$ cat src/rtl/tri_fetch_queue_if.sv
// ---------------------------------------------------------------------------
// tri_fetch_queue_if
//   Bundles the memory read channel and the triangle output stream of
//   tri_fetch_queue into one interface.
//
//   Memory channel : mem_req, mem_busy, mem_rdy, mem_v0/1/2, mem_sid
//   Output stream  : tri_valid, tri_ready, v0/1/2_out, sid_out, triangle_id
//   Status         : level (FIFO occupancy), done (list exhausted + drained)
//
//   Modports:
//     master : the fetch engine (drives mem_req and the output stream)
//     slave  : the environment (memory + consumer)
// ---------------------------------------------------------------------------
interface tri_fetch_queue_if #(
    parameter int NUM_TRIANGLE = 512,
    parameter int DEPTH        = 4,
    parameter int VERT_W       = 96,
    parameter int SID_W        = 32
);
    localparam int ID_W  = $clog2(NUM_TRIANGLE);
    localparam int LVL_W = $clog2(DEPTH) + 1;

    // memory read channel
    logic              mem_req;
    logic              mem_busy;
    logic              mem_rdy;
    logic [VERT_W-1:0] mem_v0;
    logic [VERT_W-1:0] mem_v1;
    logic [VERT_W-1:0] mem_v2;
    logic [SID_W-1:0]  mem_sid;

    // triangle output stream
    logic              tri_valid;
    logic              tri_ready;
    logic [VERT_W-1:0] v0_out;
    logic [VERT_W-1:0] v1_out;
    logic [VERT_W-1:0] v2_out;
    logic [SID_W-1:0]  sid_out;
    logic [ID_W-1:0]   triangle_id;

    // status
    logic [LVL_W-1:0]  level;
    logic              done;

    modport master (
        output mem_req,
        input  mem_busy, mem_rdy, mem_v0, mem_v1, mem_v2, mem_sid,
        output tri_valid,
        input  tri_ready,
        output v0_out, v1_out, v2_out, sid_out, triangle_id,
        output level, done
    );

    modport slave (
        input  mem_req,
        output mem_busy, mem_rdy, mem_v0, mem_v1, mem_v2, mem_sid,
        input  tri_valid,
        output tri_ready,
        input  v0_out, v1_out, v2_out, sid_out, triangle_id,
        input  level, done
    );
endinterface

$ cat src/rtl/tri_fetch_queue.sv
// ---------------------------------------------------------------------------
// tri_fetch_queue
//   Triangle fetch engine with a first-word-fall-through prefetch FIFO.
//   After `start` it issues single-outstanding reads to triangle memory,
//   tags every returned triangle with a sequential id and buffers it for the
//   intersection pipeline. A zero sid ends the list; `done` rises once the
//   FIFO has been drained.
//
//   Ports:
//     clk    : clock
//     rst    : asynchronous active-high reset
//     clear  : synchronous flush back to IDLE (drops an in-flight response)
//     start  : begin fetching (sampled in IDLE only)
//     bus    : tri_fetch_queue_if.master (memory channel, output stream,
//              level, done)
//
//   Optional feature macro: TRIQ_COUNT_LIMIT_EN
//     defined   : fetching also stops after NUM_TRIANGLE pushes (id never
//                 wraps)
//     undefined : only a zero sid stops fetching; id wraps modulo
//                 NUM_TRIANGLE
// ---------------------------------------------------------------------------
module tri_fetch_queue #(
    parameter int NUM_TRIANGLE = 512,
    parameter int DEPTH        = 4,
    parameter int VERT_W       = 96,
    parameter int SID_W        = 32
) (
    input  logic                clk,
    input  logic                rst,
    input  logic                clear,
    input  logic                start,
    tri_fetch_queue_if.master   bus
);
    localparam int ID_W  = $clog2(NUM_TRIANGLE);
    localparam int AW    = $clog2(DEPTH);
    localparam int LVL_W = AW + 1;
    localparam int ENT_W = 3 * VERT_W + SID_W + ID_W;

    typedef enum logic [2:0] {
        S_IDLE,
        S_FETCH,
        S_WAIT,
        S_DRAIN,
        S_DONE,
        S_FLUSH
    } state_t;

    state_t           state_q, state_d;
    logic [AW-1:0]    wr_ptr_q, wr_ptr_d;
    logic [AW-1:0]    rd_ptr_q, rd_ptr_d;
    logic [LVL_W-1:0] level_q, level_d;
    logic [ID_W-1:0]  id_q, id_d;

    logic [ENT_W-1:0] fifo_q [DEPTH];
    logic [ENT_W-1:0] push_ent;
    logic [ENT_W-1:0] head_ent;

    logic             full;
    logic             req;
    logic             resp_valid_tri;
    logic             push;
    logic             pop;
    logic             id_last;
    logic             limit_hit;

    assign full     = (level_q == LVL_W'(DEPTH));
    assign req      = (state_q == S_FETCH) && !bus.mem_busy && !full;
    assign id_last  = (id_q == ID_W'(NUM_TRIANGLE - 1));

    // A response is only meaningful in WAIT; FLUSH swallows it.
    assign resp_valid_tri = (state_q == S_WAIT) && bus.mem_rdy && (bus.mem_sid != '0);
    assign push           = resp_valid_tri && !clear;
    assign pop            = (level_q != '0) && bus.tri_ready && !clear;

`ifdef TRIQ_COUNT_LIMIT_EN
    // The push carrying the last id is the final one; treat it like a sentinel.
    assign limit_hit = id_last;
`else
    assign limit_hit = 1'b0;
`endif

    assign push_ent = {bus.mem_v0, bus.mem_v1, bus.mem_v2, bus.mem_sid, id_q};

    // ---------------------------------------------------------------------
    // Next-state / datapath control
    // ---------------------------------------------------------------------
    always_comb begin
        state_d = state_q;
        if (clear) begin
            // A response already on the bus this cycle is simply dropped, so
            // there is nothing left to wait for.
            if (state_q == S_WAIT && !bus.mem_rdy) begin
                state_d = S_FLUSH;
            end else begin
                state_d = S_IDLE;
            end
        end else begin
            case (state_q)
                S_IDLE:  if (start) state_d = S_FETCH;
                S_FETCH: if (req) state_d = S_WAIT;
                S_WAIT: begin
                    if (bus.mem_rdy) begin
                        if (bus.mem_sid == '0 || limit_hit) begin
                            state_d = S_DRAIN;
                        end else begin
                            state_d = S_FETCH;
                        end
                    end
                end
                S_DRAIN: if (level_q == '0) state_d = S_DONE;
                S_DONE:  state_d = S_DONE;
                S_FLUSH: if (bus.mem_rdy) state_d = S_IDLE;
                default: state_d = S_IDLE;
            endcase
        end
    end

    always_comb begin
        wr_ptr_d = wr_ptr_q;
        rd_ptr_d = rd_ptr_q;
        level_d  = level_q;
        id_d     = id_q;
        if (clear) begin
            wr_ptr_d = '0;
            rd_ptr_d = '0;
            level_d  = '0;
            id_d     = '0;
        end else begin
            if (push) begin
                wr_ptr_d = wr_ptr_q + AW'(1);
                id_d     = id_last ? '0 : id_q + ID_W'(1);
            end
            if (pop) begin
                rd_ptr_d = rd_ptr_q + AW'(1);
            end
            if (push && !pop) begin
                level_d = level_q + LVL_W'(1);
            end else if (pop && !push) begin
                level_d = level_q - LVL_W'(1);
            end
        end
    end

    // ---------------------------------------------------------------------
    // State registers
    // ---------------------------------------------------------------------
    always_ff @(posedge clk or posedge rst) begin
        if (rst) begin
            state_q  <= S_IDLE;
            wr_ptr_q <= '0;
            rd_ptr_q <= '0;
            level_q  <= '0;
            id_q     <= '0;
        end else begin
            state_q  <= state_d;
            wr_ptr_q <= wr_ptr_d;
            rd_ptr_q <= rd_ptr_d;
            level_q  <= level_d;
            id_q     <= id_d;
        end
    end

    // FIFO storage: reset so the head outputs read 0 after reset.
    generate
        for (genvar gi = 0; gi < DEPTH; gi++) begin : g_entry
            always_ff @(posedge clk or posedge rst) begin
                if (rst) begin
                    fifo_q[gi] <= '0;
                end else if (push && (wr_ptr_q == AW'(gi))) begin
                    fifo_q[gi] <= push_ent;
                end
            end
        end
    endgenerate

    // ---------------------------------------------------------------------
    // Outputs (FWFT head read straight from storage)
    // ---------------------------------------------------------------------
    assign head_ent        = fifo_q[rd_ptr_q];
    assign bus.mem_req     = req;
    assign bus.tri_valid   = (level_q != '0);
    assign bus.v0_out      = head_ent[ENT_W-1 -: VERT_W];
    assign bus.v1_out      = head_ent[ENT_W-VERT_W-1 -: VERT_W];
    assign bus.v2_out      = head_ent[SID_W+ID_W +: VERT_W];
    assign bus.sid_out     = head_ent[ID_W +: SID_W];
    assign bus.triangle_id = head_ent[ID_W-1:0];
    assign bus.level       = level_q;
    assign bus.done        = (state_q == S_DONE);

endmodule

$ cat src/flat_wrapper.sv
// flat-port wrapper written by rule: the top's interface ports become plain ports
module tri_fetch_queue_flat 
#(
    parameter int NUM_TRIANGLE = 512,
    parameter int DEPTH        = 4,
    parameter int VERT_W       = 96,
    parameter int SID_W        = 32
)
  (clk, rst, clear, start, bus_mem_req, bus_mem_busy, bus_mem_rdy, bus_mem_v0, bus_mem_v1, bus_mem_v2, bus_mem_sid, bus_tri_valid, bus_tri_ready, bus_v0_out, bus_v1_out, bus_v2_out, bus_sid_out, bus_triangle_id, bus_level, bus_done);
  tri_fetch_queue_if #(.NUM_TRIANGLE(NUM_TRIANGLE), .DEPTH(DEPTH), .VERT_W(VERT_W), .SID_W(SID_W)) bus_i ();
  input  logic clk;
  input  logic rst;
  input  logic clear;
  input  logic start;
  output wire logic [$bits(bus_i.mem_req)-1:0] bus_mem_req;
  input wire logic [$bits(bus_i.mem_busy)-1:0] bus_mem_busy;
  input wire logic [$bits(bus_i.mem_rdy)-1:0] bus_mem_rdy;
  input wire logic [$bits(bus_i.mem_v0)-1:0] bus_mem_v0;
  input wire logic [$bits(bus_i.mem_v1)-1:0] bus_mem_v1;
  input wire logic [$bits(bus_i.mem_v2)-1:0] bus_mem_v2;
  input wire logic [$bits(bus_i.mem_sid)-1:0] bus_mem_sid;
  output wire logic [$bits(bus_i.tri_valid)-1:0] bus_tri_valid;
  input wire logic [$bits(bus_i.tri_ready)-1:0] bus_tri_ready;
  output wire logic [$bits(bus_i.v0_out)-1:0] bus_v0_out;
  output wire logic [$bits(bus_i.v1_out)-1:0] bus_v1_out;
  output wire logic [$bits(bus_i.v2_out)-1:0] bus_v2_out;
  output wire logic [$bits(bus_i.sid_out)-1:0] bus_sid_out;
  output wire logic [$bits(bus_i.triangle_id)-1:0] bus_triangle_id;
  output wire logic [$bits(bus_i.level)-1:0] bus_level;
  output wire logic [$bits(bus_i.done)-1:0] bus_done;
  assign bus_mem_req = bus_i.mem_req;
  assign bus_i.mem_busy = bus_mem_busy;
  assign bus_i.mem_rdy = bus_mem_rdy;
  assign bus_i.mem_v0 = bus_mem_v0;
  assign bus_i.mem_v1 = bus_mem_v1;
  assign bus_i.mem_v2 = bus_mem_v2;
  assign bus_i.mem_sid = bus_mem_sid;
  assign bus_tri_valid = bus_i.tri_valid;
  assign bus_i.tri_ready = bus_tri_ready;
  assign bus_v0_out = bus_i.v0_out;
  assign bus_v1_out = bus_i.v1_out;
  assign bus_v2_out = bus_i.v2_out;
  assign bus_sid_out = bus_i.sid_out;
  assign bus_triangle_id = bus_i.triangle_id;
  assign bus_level = bus_i.level;
  assign bus_done = bus_i.done;
  tri_fetch_queue #(.NUM_TRIANGLE(NUM_TRIANGLE), .DEPTH(DEPTH), .VERT_W(VERT_W), .SID_W(SID_W)) u_core (.clk(clk), .rst(rst), .clear(clear), .start(start), .bus(bus_i));
endmodule
$ cat config.mk
export PLATFORM = sky130hd
export DESIGN_NAME = tri_fetch_queue_flat
export DESIGN_NICKNAME = d
export VERILOG_FILES = /design/src/rtl/tri_fetch_queue_if.sv /design/src/rtl/tri_fetch_queue.sv /design/src/flat_wrapper.sv
export SDC_FILE = /design/constraint.sdc
export NUM_CORES = 2
export LEC_CHECK = 0
export CAP_MARGIN = 0
export CORE_MARGIN = 1.5
export CORE_UTILIZATION = 30
export CTS_BUF_LIST = sky130_fd_sc_hd__clkbuf_8
export CTS_CLUSTER_DIAMETER = 30
export DETAILED_ROUTE_END_ITERATION = 8
export PLACE_DENSITY = 0.56
export SKIP_CTS_REPAIR_TIMING = 1
export SYNTH_ARGS = -nofsm -noshare
export SYNTH_HDL_FRONTEND = slang
export SYNTH_SLANG_ARGS = --single-unit
$ cat constraint.sdc
create_clock -name clk -period 113.7 [get_ports clk]
set_input_delay 34.11 -clock clk [delete_from_list [all_inputs] [get_ports clk]]
set_output_delay 34.11 -clock clk [all_outputs]
set_load 0.01 [all_outputs]
## Yosys cells after proc, flatten, opt, wreduce, memory -nomap -nowiden

Index checks and enable logic that the tools add are counted.
Widths: inputs -> output; s select.

- Register bits after elaboration: 1335
- Bits of input ports: 327
- Logic and storage cells: 83
- Output and inout bits: 335

- Reductions and logical operators: 30
- $lt $le $gt $ge: 1
- Eq/ne operators: 15
- Bitwise operators: 1
- Add/sub/neg operators: 5
- Muxes and demuxes: 22

Operator list:

| operator | count |
|---|---|
| $bmux 329 s2 | 1 |
| $mux 329 | 2 |
| $logic_not 32->1 | 1 |
| $reduce_bool 32->1 | 1 |
| $mux 3 | 10 |
| $mux 9 | 3 |
| $pmux 3 s6 | 1 |
| $logic_and 1x1->1 | 14 |
| $ne 3x3->1 const B | 4 |
| $mux 2 | 5 |
| $add 9x1->9 const B | 1 |
| $eq 3x3->1 const B | 3 |
| $eq 9x9->1 const B | 1 |
| $eq 3x2->1 const B | 2 |
| $logic_not 1->1 | 6 |
| $logic_not 3->1 | 2 |
| $reduce_bool 3->1 | 2 |
| $reduce_and 5->1 | 1 |
| $add 2x1->2 const B | 2 |
| $eq 2x2->1 const B | 2 |
| $reduce_bool 2->1 | 2 |
| $add 3x1->3 const B | 1 |
| $eq 3x1->1 const B | 1 |
| $ge 3x3->1 const B | 1 |
| other kinds (5) | 5 |

## Depth between registers and ports, before layout

- Depth in word-level cells: 9
- Gate-level depth with buffers: 11

## Worst setup path after synthesis

OpenSTA, ideal clock, no wires.

- Path type: input to output
- Start: input bus_mem_busy
- End: output bus_mem_req
- Arrival time: 34.484 ns
- Stages on the path: 3
- Required time: 79.590 ns
- Buffers on the path: 0
- Path slack: 45.106 ns
- Path through: a21oi_1 > nand3b_1 > nor2_1

- Cells in the longest elaborated chain, start to end: 3

RTL lines:

| item | line | source |
|---|---|---|
| start, declared | flat_wrapper.sv:16 | `input wire logic [$bits(bus_i.mem_busy)-1:0] bus_mem_busy;` |
| $logic_not 1->1 | tri_fetch_queue.sv:68 | `assign req = (state_q == S_FETCH) && !bus.mem_busy && !full;` |
| $logic_and 1x1->1 (2 in series) | tri_fetch_queue.sv:68 |  |
| end, declared | flat_wrapper.sv:15 | `output wire logic [$bits(bus_i.mem_req)-1:0] bus_mem_req;` |

Every way passes these cells.

## Final worst setup path

Same ends and word-level chain as after synthesis.

==> results.rst <==
.. list-table::
   :header-rows: 1

   * - Metric
     - Value
   * - Run status
     - completed
   * - Crit start category
     - input pin
   * - Final global-route overflow total
     - 0
   * - Vertical extent of the die
     - 462 microns
   * - Post-Layout Cell Count
     - about 7.3k
   * - Iteration-0 DRC Markers
     - roughly 1.5k
   * - Post-synth EDFFs
     - 0
   * - Max-slew violation count
     - 0
   * - Worst VDD drop
     - roughly 14 uV
   * - TNS Setup
     - 0 ps
   * - Drt pass-1 iters
     - 5
   * - Clock Pin Slew Worst Setup and Hold Paths
     - roughly 50 ps
   * - Placed cell count
     - between 6k and 7k
   * - Period Utilization, post-route
     - roughly 61%
   * - Total via count in the routed design
     - between 30k and 40k
   * - Final-report setup violation count
     - 0
   * - Met3 layer usage reported by global route
     - under 10%
   * - Worst-Margin Slew
     - about 1300 ps
   * - Die Wd
     - roughly 460 microns
   * - Clock network fraction of total power
     - ~44%
   * - Number of buffers added by the clock tree synthesis step
     - between 300 and 400
   * - Post-layout minimum cycle time
     - between 60,000 and 70,000 ps
   * - Max Freq
     - 14.4 MHz
   * - Element type at the critical path end
     - output pin
   * - GR met2 Demand/Resource
     - between 20% and 30%
   * - Number of warning messages in the yosys log
     - 0
   * - Leakage power
     - around 40 nW
   * - Post-detailed-placement cell area
     - a little over 70,000 sq um
   * - Share of total power in combinational logic
     - a little under a quarter
   * - Data arrival time of the critical path
     - 35,500 ps
   * - Cell internal pwr
     - about 1.3 mW
   * - Maximum net fanout on the critical path
     - 2
   * - Post-detailed-route wirelength per cell
     - around 22 microns
   * - Global-route usage over all layers
     - between 10% and 20%
   * - Number of remaining DRC errors
     - 0
   * - Clk Latency, worst-skew pair
     - roughly 1000 ps
   * - Total Die Area
     - about 210,000 sq um
   * - Worst slew margin relative to its limit
     - a little over an eighth
   * - Start-to-end type of the worst setup path
     - in -> out
   * - Layout Skew
     - 77.9 ps
   * - Antenna violations before repair
     - 50
   * - Post-synthesis area per instance
     - 18.9 sq um
   * - Pin count of the biggest net entering global routing
     - ~170
   * - Fraction of layout instances using a drive strength above 1
     - between 50% and 60%
   * - Top-level I/O count
     - between 600 and 700
   * - Most utilized layer in the global route result
     - met2
   * - Starting density of the core
     - a little under a third
   * - Data required time of the critical path
     - between 70,000 and 80,000 ps
   * - Placer's final routability congestion estimate
     - about 0.75
   * - Number of nets in the finished design
     - around 4.5k
   * - Via density
     - 4.59
   * - CTS sink cnt
     - about 1.3k
   * - Netlist Area Pre-Place
     - between 60,000 and 70,000 sq um
   * - Vias in the first global route
     - 37.8k
   * - Hold violation count in the final report
     - 0
   * - Post-synth top flop
     - sky130_fd_sc_hd__dfrtp_1
   * - Clock H-tree levels
     - 5
   * - Setup repair after global routing missed its margin
     - no
   * - First-pass GRT wire length
     - approximately 250 mm
   * - Total number of placement rows
     - approximately 170
   * - CTS Root Buffer Type
     - sky130_fd_sc_hd__clkbuf_8
   * - Pwr per Cell Area
     - 21.3 nW/um^2
   * - Hold Crit Class
     - reg -> reg
   * - Post-Syn Nets
     - around 3.7k
   * - Maximum number of buffers from clock root to sink
     - 4
   * - Share of the yosys chip area belonging to registers
     - a little over half
   * - Global routing usage on met1
     - between 10% and 20%
   * - Area of the core
     - about 210,000 sq um
   * - Area growth syn-to-layout
     - 27.7%
   * - Number of instances in the synthesized netlist
     - around 3.3k
   * - Filler Cell Count
     - around 19k
   * - NetSw
     - 0.444 mW
   * - Post-Route WL
     - between 150 and 200 mm
   * - Number of different library cells in the post-synthesis netlist
     - 46
   * - Share of total power consumed by net switching
     - approximately 26%
   * - Cell area after layout
     - 80,700 sq um
   * - Share of synthesized flip-flops with an asynchronous set or reset
     - 100%
   * - Number of violations of the max-capacitance limit
     - 0
   * - Synthesis-stage register bit count
     - 1,335
   * - Post-route antenna net violation count
     - 0
   * - CTS tree
     - done
   * - Post-DP HPWL
     - 97.3 mm
   * - Total of buffers placed on input and output ports
     - 661
   * - Sequential share of power
     - 33.1%
cells by family (layout without fill, tap and decap cells):
group / after synthesis / in the layout / share of synthesized area [%]
buf+inv: 237 / 1373 / 3.22
simple gates: 78 / 78 / 0.729
flops: 1335 / 1335 / 52.9
compound gates: 32 / 32 / 0.305
xor+xnor: 4 / 4 / 0.0772
other cells: 0 / 19 / 0
fa+ha+maj: 7 / 7 / 0.150
mux: 1650 / 1650 / 42.6
sequential cells by signal, summed over array words and instances (netlist names):
name              count
u_core.fifo_q      1316
u_core.id_q           9
u_core.bus.level      3
u_core.state_q        3
u_core.rd_ptr_q       2
u_core.wr_ptr_q       2
worst paths after layout:
path | to | cells past startpoint | startpoint | slack, ps
worst max register to register | u_core.fifo_q[208]$_DFFE_PP0P_ | 9 | u_core.state_q[2]$_DFFE_PP0P_ | 108250
max in group asynchronous | u_core.fifo_q[224]$_DFFE_PP0P_ | 6 | rst | 75970
worst min register to register | u_core.fifo_q[324]$_DFFE_PP0P_ | 1 | u_core.fifo_q[324]$_DFFE_PP0P_ | 500
min in group asynchronous | u_core.fifo_q[399]$_DFFE_PP0P_ | 2 | rst | 33660
worst min-delay path | u_core.fifo_q[324]$_DFFE_PP0P_ | 1 | u_core.fifo_q[324]$_DFFE_PP0P_ | 500
worst max-delay path | bus_mem_req | 5 | bus_mem_busy | 44090
metrics by stage:
step / setup slack (ps) / hold slack, ps / utilization, % / power, mW
after floorplan: 41960 / 474 / - / 0.786
after global placement: 43970 / 483 / 34.3 / 0.972
after detailed placement: 44110 / 487 / 34.3 / 0.975
after CTS: 44110 / 500 / 38.5 / 1.75
after global routing: 44040 / 506 / 38.5 / 1.80
final: 44090 / 498 / 38.5 / 1.72
power groups by stage:
stage               Combinational, mW  Clock (mW)  Sequential [mW]
global route                    0.420       0.801            0.575
global placement                0.399           0            0.573
CTS                             0.404       0.774            0.568
floorplan                       0.222           0            0.564
detailed placement              0.402           0            0.572
finish                          0.396       0.752            0.569
cells in the final DEF, fill, tap and decap left out, types with 27 or more instances in the layout:
cell type / netlist / routed
sky130_fd_sc_hd__buf_4: 0 / 43
sky130_fd_sc_hd__bufinv_16: 0 / 67
sky130_fd_sc_hd__mux2_2: 76 / 76
sky130_fd_sc_hd__dfrtp_1: 1335 / 1333
sky130_fd_sc_hd__clkinvlp_4: 0 / 27
sky130_fd_sc_hd__mux2_4: 1240 / 1240
sky130_fd_sc_hd__inv_1: 7 / 51
sky130_fd_sc_hd__clkbuf_8: 0 / 431
sky130_fd_sc_hd__mux4_2: 330 / 330
sky130_fd_sc_hd__clkinv_2: 0 / 70
sky130_fd_sc_hd__clkdlybuf4s50_1: 0 / 661
area by class of cell:
class	instances	area (sq um)	share of cell area, %
sequential	1335	33400	41.4
multi-input combinational	1771	27800	34.4
timing repair buffer	714	7140	8.85
clock buffer	431	5930	7.35
tap	2805	3510	4.35
clock inverter	221	2840	3.52
antenna	19	47.5	0.0589
inverter	7	33.8	0.0419
routing by layer:
layer | part of all wire (%) | up-vias
met5 | 0.23 | -
met4 | 3.1 | 60
met3 | 7.9 | 380
met2 | 45 | 865
met1 | 44 | 17852
li1 | - | 14340
worst max-delay path, cell delays in order:
cell and delay (ps):
sky130_fd_sc_hd__clkdlybuf4s50_1 430, sky130_fd_sc_hd__a21oi_1 140, sky130_fd_sc_hd__nand3b_1 130, sky130_fd_sc_hd__nor2_1 140, sky130_fd_sc_hd__clkdlybuf4s50_1 550
Yosys cell counts (all sizes together) (2+ instances only):
cell / number / area, sq um
nand2b: 2 / 12.5
a211o: 2 / 17.5
nand2: 10 / 37.5
clkbuf: 44 / 165
or3b: 6 / 52.6
a31oi: 5 / 31.3
ha: 6 / 75.1
nor3b: 3 / 33.8
nor3: 5 / 25.0
mux2: 1316 / 19500
nor4: 8 / 50.1
or4b: 4 / 40.0
o21ai: 7 / 38.8
dfrtp: 1335 / 33400
mux2i: 4 / 40.0
nand4: 2 / 12.5
a21oi: 12 / 60.1
and3: 3 / 18.8
nand3b: 3 / 22.5
nor2: 20 / 75.1
nand3: 3 / 15.0
or3: 2 / 12.5
buf: 186 / 1840
mux4: 330 / 7430
or4: 3 / 22.5
a21o: 2 / 15.0
xnor2: 2 / 17.5
inv: 7 / 26.3
Note: power is estimated with default switching activity, not from simulation.
